### src/rtl/triangle_2d_raster.sv
// Bounding-box triangle rasterizer: walks the screen-clipped bbox in raster order and streams
// every covered pixel over valid/ready; edge-function coverage matches triangle_2d_fill.
package triangle_2d_pkg;
  // [vertex][0=x,1=y][coordinate]
  typedef logic [2:0][1:0][11:0] tri_2d;
endpackage

module triangle_2d_raster
  import triangle_2d_pkg::*;
#(
  parameter int unsigned H_MAX = 1279,
  parameter int unsigned V_MAX = 719
) (
  input  logic        clk,
  input  logic        rst_n,
  input  logic        tri_valid_in,
  output logic        tri_ready_out,
  input  tri_2d       triangle,
  output logic        px_valid_out,
  input  logic        px_ready_in,
  output logic [11:0] px_hcount_out,
  output logic [11:0] px_vcount_out,
  output logic        tri_done_out,
  output logic        busy_out
);
  localparam logic [11:0] LP_HMAX = 12'(H_MAX);
  localparam logic [11:0] LP_VMAX = 12'(V_MAX);

  typedef enum logic [2:0] {S_IDLE, S_SETUP, S_SCAN, S_DRAIN, S_DONE} state_t;

  state_t r_state, w_next;
  logic        r_ready;
  logic [11:0] r_vx [3];
  logic [11:0] r_vy [3];
  logic [11:0] r_xmin, r_xmax, r_ymax, r_cx, r_cy;
  logic        r_s1_valid;
  logic [11:0] r_s1_h, r_s1_v;
  logic signed [25:0] r_pa [3];
  logic signed [25:0] r_pb [3];
  logic        r_px_valid;
  logic [11:0] r_px_h, r_px_v;

  logic [11:0] w_xmin, w_xmax, w_ymin, w_ymax, w_xmax_c, w_ymax_c;
  logic        w_empty, w_stall, w_issue, w_last, w_accept;
  logic signed [12:0] w_dpx [3];
  logic signed [12:0] w_dpy [3];
  logic signed [12:0] w_dax [3];
  logic signed [12:0] w_day [3];
  logic signed [25:0] w_pa [3];
  logic signed [25:0] w_pb [3];
  logic signed [26:0] w_d [3];
  logic        w_any_neg, w_any_pos, w_cov;

  assign w_accept = tri_valid_in & r_ready;
  // Only a held, unaccepted output pixel stalls; px_valid_out stays purely registered.
  assign w_stall  = r_px_valid & ~px_ready_in;
  assign w_issue  = (r_state == S_SCAN) & ~w_stall;
  assign w_last   = (r_cx == r_xmax) && (r_cy == r_ymax);

  always_comb begin
    w_xmin = r_vx[0];
    w_xmax = r_vx[0];
    w_ymin = r_vy[0];
    w_ymax = r_vy[0];
    for (int unsigned i = 1; i < 3; i++) begin
      if (r_vx[i] < w_xmin) w_xmin = r_vx[i];
      if (r_vx[i] > w_xmax) w_xmax = r_vx[i];
      if (r_vy[i] < w_ymin) w_ymin = r_vy[i];
      if (r_vy[i] > w_ymax) w_ymax = r_vy[i];
    end
    w_xmax_c = (w_xmax > LP_HMAX) ? LP_HMAX : w_xmax;
    w_ymax_c = (w_ymax > LP_VMAX) ? LP_VMAX : w_ymax;
    w_empty  = (w_xmin > LP_HMAX) || (w_ymin > LP_VMAX);
  end

  always_comb begin
    w_next = r_state;
    unique case (r_state)
      S_IDLE:  if (w_accept) w_next = S_SETUP;
      S_SETUP: w_next = w_empty ? S_DONE : S_SCAN;
      S_SCAN:  if (w_issue && w_last) w_next = S_DRAIN;
      S_DRAIN: if (!r_s1_valid && !r_px_valid) w_next = S_DONE;
      S_DONE:  w_next = S_IDLE;
      default: w_next = S_IDLE;
    endcase
  end

  always_ff @(posedge clk or negedge rst_n) begin
    if (!rst_n) begin
      r_state <= S_IDLE;
      r_ready <= 1'b0;
    end else begin
      r_state <= w_next;
      r_ready <= (w_next == S_IDLE);
    end
  end

  // Edge terms for the candidate: d = (px-bx)*(ay-by) - (ax-bx)*(py-by), b = next vertex.
  always_comb begin
    for (int unsigned e = 0; e < 3; e++) begin
      w_dpx[e] = $signed({1'b0, r_cx})          - $signed({1'b0, r_vx[(e + 1) % 3]});
      w_dpy[e] = $signed({1'b0, r_cy})          - $signed({1'b0, r_vy[(e + 1) % 3]});
      w_dax[e] = $signed({1'b0, r_vx[e]})       - $signed({1'b0, r_vx[(e + 1) % 3]});
      w_day[e] = $signed({1'b0, r_vy[e]})       - $signed({1'b0, r_vy[(e + 1) % 3]});
      w_pa[e]  = 26'(w_dpx[e]) * 26'(w_day[e]);
      w_pb[e]  = 26'(w_dax[e]) * 26'(w_dpy[e]);
    end
  end

  always_comb begin
    w_any_neg = 1'b0;
    w_any_pos = 1'b0;
    for (int unsigned e = 0; e < 3; e++) begin
      w_d[e]    = 27'(r_pa[e]) - 27'(r_pb[e]);
      w_any_neg = w_any_neg | w_d[e][26];
      w_any_pos = w_any_pos | (~w_d[e][26] & (w_d[e] != '0));
    end
    w_cov = ~(w_any_neg & w_any_pos);
  end

  always_ff @(posedge clk or negedge rst_n) begin
    if (!rst_n) begin
      for (int unsigned i = 0; i < 3; i++) begin
        r_vx[i] <= '0;
        r_vy[i] <= '0;
        r_pa[i] <= '0;
        r_pb[i] <= '0;
      end
      r_xmin     <= '0;
      r_xmax     <= '0;
      r_ymax     <= '0;
      r_cx       <= '0;
      r_cy       <= '0;
      r_s1_valid <= 1'b0;
      r_s1_h     <= '0;
      r_s1_v     <= '0;
      r_px_valid <= 1'b0;
      r_px_h     <= '0;
      r_px_v     <= '0;
    end else begin
      if (r_state == S_IDLE && w_accept) begin
        for (int unsigned i = 0; i < 3; i++) begin
          r_vx[i] <= triangle[i][0];
          r_vy[i] <= triangle[i][1];
        end
      end
      if (r_state == S_SETUP) begin
        r_xmin <= w_xmin;
        r_xmax <= w_xmax_c;
        r_ymax <= w_ymax_c;
        r_cx   <= w_xmin;
        r_cy   <= w_ymin;
      end else if (w_issue) begin
        if (r_cx == r_xmax) begin
          r_cx <= r_xmin;
          r_cy <= r_cy + 12'd1;
        end else begin
          r_cx <= r_cx + 12'd1;
        end
      end
      if (!w_stall) begin
        r_s1_valid <= w_issue;
        r_s1_h     <= r_cx;
        r_s1_v     <= r_cy;
        for (int unsigned i = 0; i < 3; i++) begin
          r_pa[i] <= w_pa[i];
          r_pb[i] <= w_pb[i];
        end
        r_px_valid <= r_s1_valid & w_cov;
        r_px_h     <= r_s1_h;
        r_px_v     <= r_s1_v;
      end
    end
  end

  assign tri_ready_out = r_ready;
  assign px_valid_out  = r_px_valid;
  assign px_hcount_out = r_px_h;
  assign px_vcount_out = r_px_v;
  assign tri_done_out  = (r_state == S_DONE);
  assign busy_out      = (r_state != S_IDLE);
endmodule

### config.mk
export PLATFORM = sky130hd
export DESIGN_NAME = triangle_2d_raster
export DESIGN_NICKNAME = d
export VERILOG_FILES = /design/src/rtl/triangle_2d_raster.sv
export SDC_FILE = /design/constraint.sdc
export NUM_CORES = 2
export LEC_CHECK = 0
export ABC_AREA = 1
export CELL_PAD_IN_SITES_DETAIL_PLACEMENT = 1
export CELL_PAD_IN_SITES_GLOBAL_PLACEMENT = 2
export CORE_MARGIN = 2
export CORE_UTILIZATION = 25
export CTS_BUF_LIST = sky130_fd_sc_hd__clkbuf_4
export DETAILED_ROUTE_END_ITERATION = 10
export PLACE_DENSITY = 0.59
export SYNTH_ARGS = -nofsm -noshare
export SYNTH_HDL_FRONTEND = slang
export SYNTH_SLANG_ARGS = --single-unit
### constraint.sdc
create_clock -name clk -period 8.6 [get_ports clk]
set_input_delay 0.86 -clock clk [delete_from_list [all_inputs] [get_ports clk]]
set_output_delay 0.86 -clock clk [all_outputs]
set_load 0.01 [all_outputs]
### After elaboration in Yosys (flattened, before gate mapping)

Cells that the tools add are included.

* flip-flop bits (word level): 342
* bits in latches: 0
* RAM bits: 0
* memory bits (read-only): 0
* input port bits: 76
* output and inout bits: 28
* memories: 0

* $add $sub $neg: 17
* $mul: 6
* div/mod/pow operators: 0
* order comparisons: 12
* equality and inequality tests: 6
* shift operators: 0
* mux-type cells: 21
* bitwise gates (word level): 18
* reduce and logical (&&, ||, !) cells: 16

Operator list (number)
* $mux W12: 16
* $mul A13 B13 Y26: 6
* $sub A12 B12 Y13: 12
* $reduce_bool A27 Y1: 3
* $sub A26 B26 Y27: 3
* $gt A12 B12 Y1: 4
* $lt A12 B12 Y1: 4
* $add A12 B1 Y12 const B: 2
* $eq A12 B12 Y1: 2
* $gt A12 B10 Y1 const B: 2
* $gt A12 B11 Y1 const B: 2
* $mux W3: 4
* $pmux W3 S4: 1
* $and A1 B1 Y1: 8
* $eq A3 B2 Y1 const B: 2
* $logic_not A3 Y1: 2
* $not A1 Y1: 6
* $logic_and A1 B1 Y1: 4
* $or A1 B1 Y1: 4
* $reduce_bool A2 Y1: 2
* $eq A3 B1 Y1 const B: 1
* $eq A3 B3 Y1 const B: 1
* $reduce_bool A3 Y1: 1
* $logic_not A1 Y1: 2
* 2 further kinds: 2

### Logic depth before layout (Yosys ltp)

* word-level depth: 9
* gate-level depth with buffers: 43
* depth with buffers taken out: 43

### Least setup slack after synthesis

OpenSTA, ideal clock, no wires.

* kind: register to register
* from: register r_cx[0]
* to: register r_pa[51] (netlist bit)
* library setup time: 95 ps
* arrival: 7223 ps
* data required time: 8505 ps
* path slack: 1281 ps
* cell stages (with the launch flop): 41
* path buffers: 0
* clock period less this slack: 7319 ps
* path through: dfrtp_1 -> inv_1 -> ha_1 -> fa_1 -> nor2_1 -> o21ai_1 -> nand2_1 -> nand2_1 -> nand2_1 -> a21oi_1 -> nor2_1 -> o21ai_1 -> nand2_1 -> a21oi_1 -> o21ai_1 -> nand2_1 -> nand2_1 -> a21oi_2 -> [... 5 more ...] -> inv_1 -> fa_1 -> fa_1 -> fa_1 -> ha_1 -> ha_1 -> a21oi_1 -> o21ai_0 -> a21o_1 -> a21oi_1 -> inv_1 -> a21oi_1 -> inv_1 -> a21oi_1 -> inv_1 -> nand3_1 -> a21oi_1 -> o31ai_1

* cells in the longest elaborated chain, start to end: 2

RTL lines
* from (decl): RTL line 35 `logic [11:0] r_xmin, r_xmax, r_ymax, r_cx, r_cy;`
* from (signal assigned): RTL line 151 `r_cx <= w_xmin;`
* from (signal assigned): RTL line 155 `r_cx <= r_xmin;`
* from (signal assigned): RTL line 158 `r_cx <= r_cx + 12'd1;`
* $sub A12 B12 Y13: RTL line 101 `w_dpx[e] = $signed({1'b0, r_cx}) - $signed({1'b0, r_vx[(e + 1) % 3]});`
* $mul A13 B13 Y26: RTL line 105 `w_pa[e] = 26'(w_dpx[e]) * 26'(w_day[e]);`
* to (signal, indexed assignment): RTL line 166 `r_pa[i] <= w_pa[i];`
* to (decl): RTL line 38 `logic signed [25:0] r_pa [3];`

No other way between the ends.
A chain may end at the register's enable or synchronous reset.

### Worst setup path after layout

* from: register r_vx[24] (netlist bit)
* to: register r_pa[24] (netlist bit)

* cells in the longest elaborated chain, start to end: 2

RTL lines
* from (decl): RTL line 33 `logic [11:0] r_vx [3];`
* from (signal, indexed assignment): RTL line 143 `r_vx[i] <= triangle[i][0];`
* $sub A12 B12 Y13: RTL line 101
* $mul A13 B13 Y26: RTL line 105

No other way between the ends.

==> metrics.cfg <==
[layout]
fill_cells = 30600
final_core_util = 0.282
syn2layout_area_growth_pct = 12.0
drive_gt1_frac = 0.0659
finalNetCount = 10000
seqCellArea_um2 = 8560
multiInputGateArea_um2 = 47900
stdcell_area_um2 = 71100

[synthesis]
syn_nets = 9811
post_synth_fa_ha_maj_area_fraction = 0.444
synth-seq-cells = 342
synth_top_family_by_area = adder cells
synth_top_area_frac = 0.313
synth-edff-count = 0
yosysMostFrequentCell = inv_1
synth_cells = 8076
synth_compound_area_frac = 0.0931
synth_xor_area_frac = 0.0309
yosys-top-cells-count = inv_1, nand2_1, fa_1
synth_area_per_cell_um2 = 7.86
yosys.area.top_type = fa_1
synth.area.top_cells = fa_1, dfrtp_1, ha_1
synth.distinct_cells = 59
synthFlopType = dfrtp_1
muxShareOfSynthArea = 0
ys_seq_area_frac = 0.135
synth_area_um2 = 63500
yosys_warnings = 0
yosys.area_share.simple = 0.183
synthArstFlopShare = 1.00

[timing]
slew-limit-headroom = 0.292
hold_ws_ns = 0.261
tns_ns = 0
final_hold_viol_count = 0
slew_violations = 0
setup_viol = 0
rsz0062_at_grt = true
period_share = 0.945
tightest_slew_ns = 1.06
clock.fmax_mhz = 123
layout_min_cycle_time_ns = 8.13
fin_skew_ns = 0.249

[route]
viasPerCell = 4.53
vias = 53200
postRouteAntennaNets = 0
drt-initial-drc-count = 2422
dr.pass1.iters = 5
wl_per_cell_um = 20.6
routed_wl_um = 242000
drc_errors = 0

[cts]
numCtsBuffers = 115
clk-insertion-delay-late_ns = 1.27
h-tree-depth = 3
clockBufferDepth = 3
cts.sinks = 342
cts_tree = yes
clk_pin_slew_worst_paths_ns = 0.07
cts_root_buf = clkbuf_4

[grt]
grt_pass1_wl_um = 375000
grt-ovfl-total = 0
grt_max_degree = 155
grt_use_total = 0.192
grt_pass1_vias = 59400
antenna_found_initial = 15

[critical_path]
rrSetupSlack_ns = 0.47
path_max_fanout = 9
cp-end-kind = flip-flop
slowest_delay_ns = 0.60
r2r_cells = 29
slowest_stage = fa_1
crit_type = flip-flop to flip-flop
cp_data_required_time_ns = 9.63
arrival_ns = 9.15
r2r-end = r_pa[24]$_DFFE_PN0N_
r2r_start = r_vx[24]$_DFFE_PN0P_
critPathLaunchType = flip-flop

[floorplanning]
die_area_um2 = 258000
core.rowCount = 184
design.core.area_um2 = 252000
num_io_pins = 104
start_util = 0.252
die_h_um = 508
die_w_um = 508

[placement]
finalWeightedCongestion = 0.885
place_area_um2 = 69300
port_buffers = 103
dp_hpwl_um = 208000

[job]
maxCapViolCount = 0

[hold_path]
hold_class = input port to flip-flop
min_path_cells = 3
hold_start = triangle[44]
worst_hold_path.endpoint = r_vy[20]$_DFFE_PN0P_

[run_status]
status = finished clean

## worst max-delay path: cells and delay by family (launching register included)
kind / cells / cell delay (ns)
AND/OR/NAND/NOR: 6 / 1.03
buffers and inverters: 7 / 0.88
AO/OA/AOI/OAI: 7 / 1.55
adder cells (fa/ha/maj): 9 / 3.94
flip-flops: 1 / 0.46
## stage by stage
step	setup WS (ns)	cells
after global routing	-0.0273	11700
after detailed placement	-0.0592	11500
after CTS	0.0523	11700
after floorplan	1.28	8076
after global placement	0.0263	11500
final	0.472	11700
## worst max path at each step
| stage | start | slack, ns | cells past startpoint | end |
|---|---|---|---|---|
| after detailed placement | r_cx[0]$_DFFE_PN0P_ | -0.06 | 37 | r_pa[77]$_DFFE_PN0N_ |
| after global placement | r_cx[0]$_DFFE_PN0P_ | 0.03 | 39 | r_pa[77]$_DFFE_PN0N_ |
| after CTS | r_cx[0]$_DFFE_PN0P_ | 0.05 | 39 | r_pa[77]$_DFFE_PN0N_ |
| after floorplan | r_cx[0]$_DFFE_PN0P_ | 1.28 | 40 | r_pa[51]$_DFFE_PN0N_ |
| after global routing | r_vx[2]$_DFFE_PN0P_ | -0.03 | 38 | r_pa[51]$_DFFE_PN0N_ |
| final | r_vx[24]$_DFFE_PN0P_ | 0.47 | 29 | r_pa[24]$_DFFE_PN0N_ |
## kinds of logic (layout without fill, tap and decap cells)
group,Yosys count,in the layout
buffers and inverters,1924,2239
AOI/OAI and AO/OA,1086,1086
DFF,342,342
adders and majority gates,1659,1659
other,0,6
xor gates and xnor gates,224,224
and+or+nand+nor,2841,2841
## per-layer routing
metal	GRT usage	vias up	part of all wire
met5	0	-	0.00021
met1	0.259	26900	0.47
met3	0.0225	249	0.032
met2	0.325	715	0.48
li1	-	25300	-
met4	0.0440	8	0.025
## cell usage in the layout, fill, tap and decap left out, types with 16 or more instances in the layout
cell type and count:
ha_1 665, dfrtp_1 338, a31oi_1 30, nand3_1 169, o21ai_1 46, nand2_1 1682, xor2_1 129, clkbuf_4 154
buf_4 168, xnor2_1 91, clkdlybuf4s50_1 102, and2_1 16, nor2_1 696, a21o_1 23, o21ai_0 383, clkinv_1 46
a21oi_1 468, or2_2 113, nor3_1 42, nand4_1 49, a21oi_2 18, inv_1 1733, fa_1 988
## cell type report
cell class                 instances  area share
sequential                       342       0.120
clock buffer                     154      0.0163
timing repair buffer             275      0.0333
antenna                            6    0.000211
tap                             3348      0.0589
clock inverter                    40     0.00280
multi-input combinational       5810       0.674
inverter                        1770      0.0938
## timing repair
item	4_1_cts	5_1_grt
gates resized for setup	4	69
pin swaps	0	6
hold buffers	1	0
endpoints found under the setup margin	5	32
hold endpoints to repair	71	0
setup buffers	0	14
## sequential cells by signal, indices dropped and copies added, names as in the netlist
name,count
r_pa,78
px_vcount_out,12
r_s1_valid,1
r_s1_h,12
r_ymax,12
px_valid_out,1
r_cx,12
r_vx,36
px_hcount_out,12
r_xmin,12
tri_ready_out,1
r_state,3
r_s1_v,12
r_pb,78
r_xmax,12
r_cy,12
r_vy,36
Power is not shown: default switching activity piles up to over one toggle a cycle in this logic, so the estimate is an artifact.
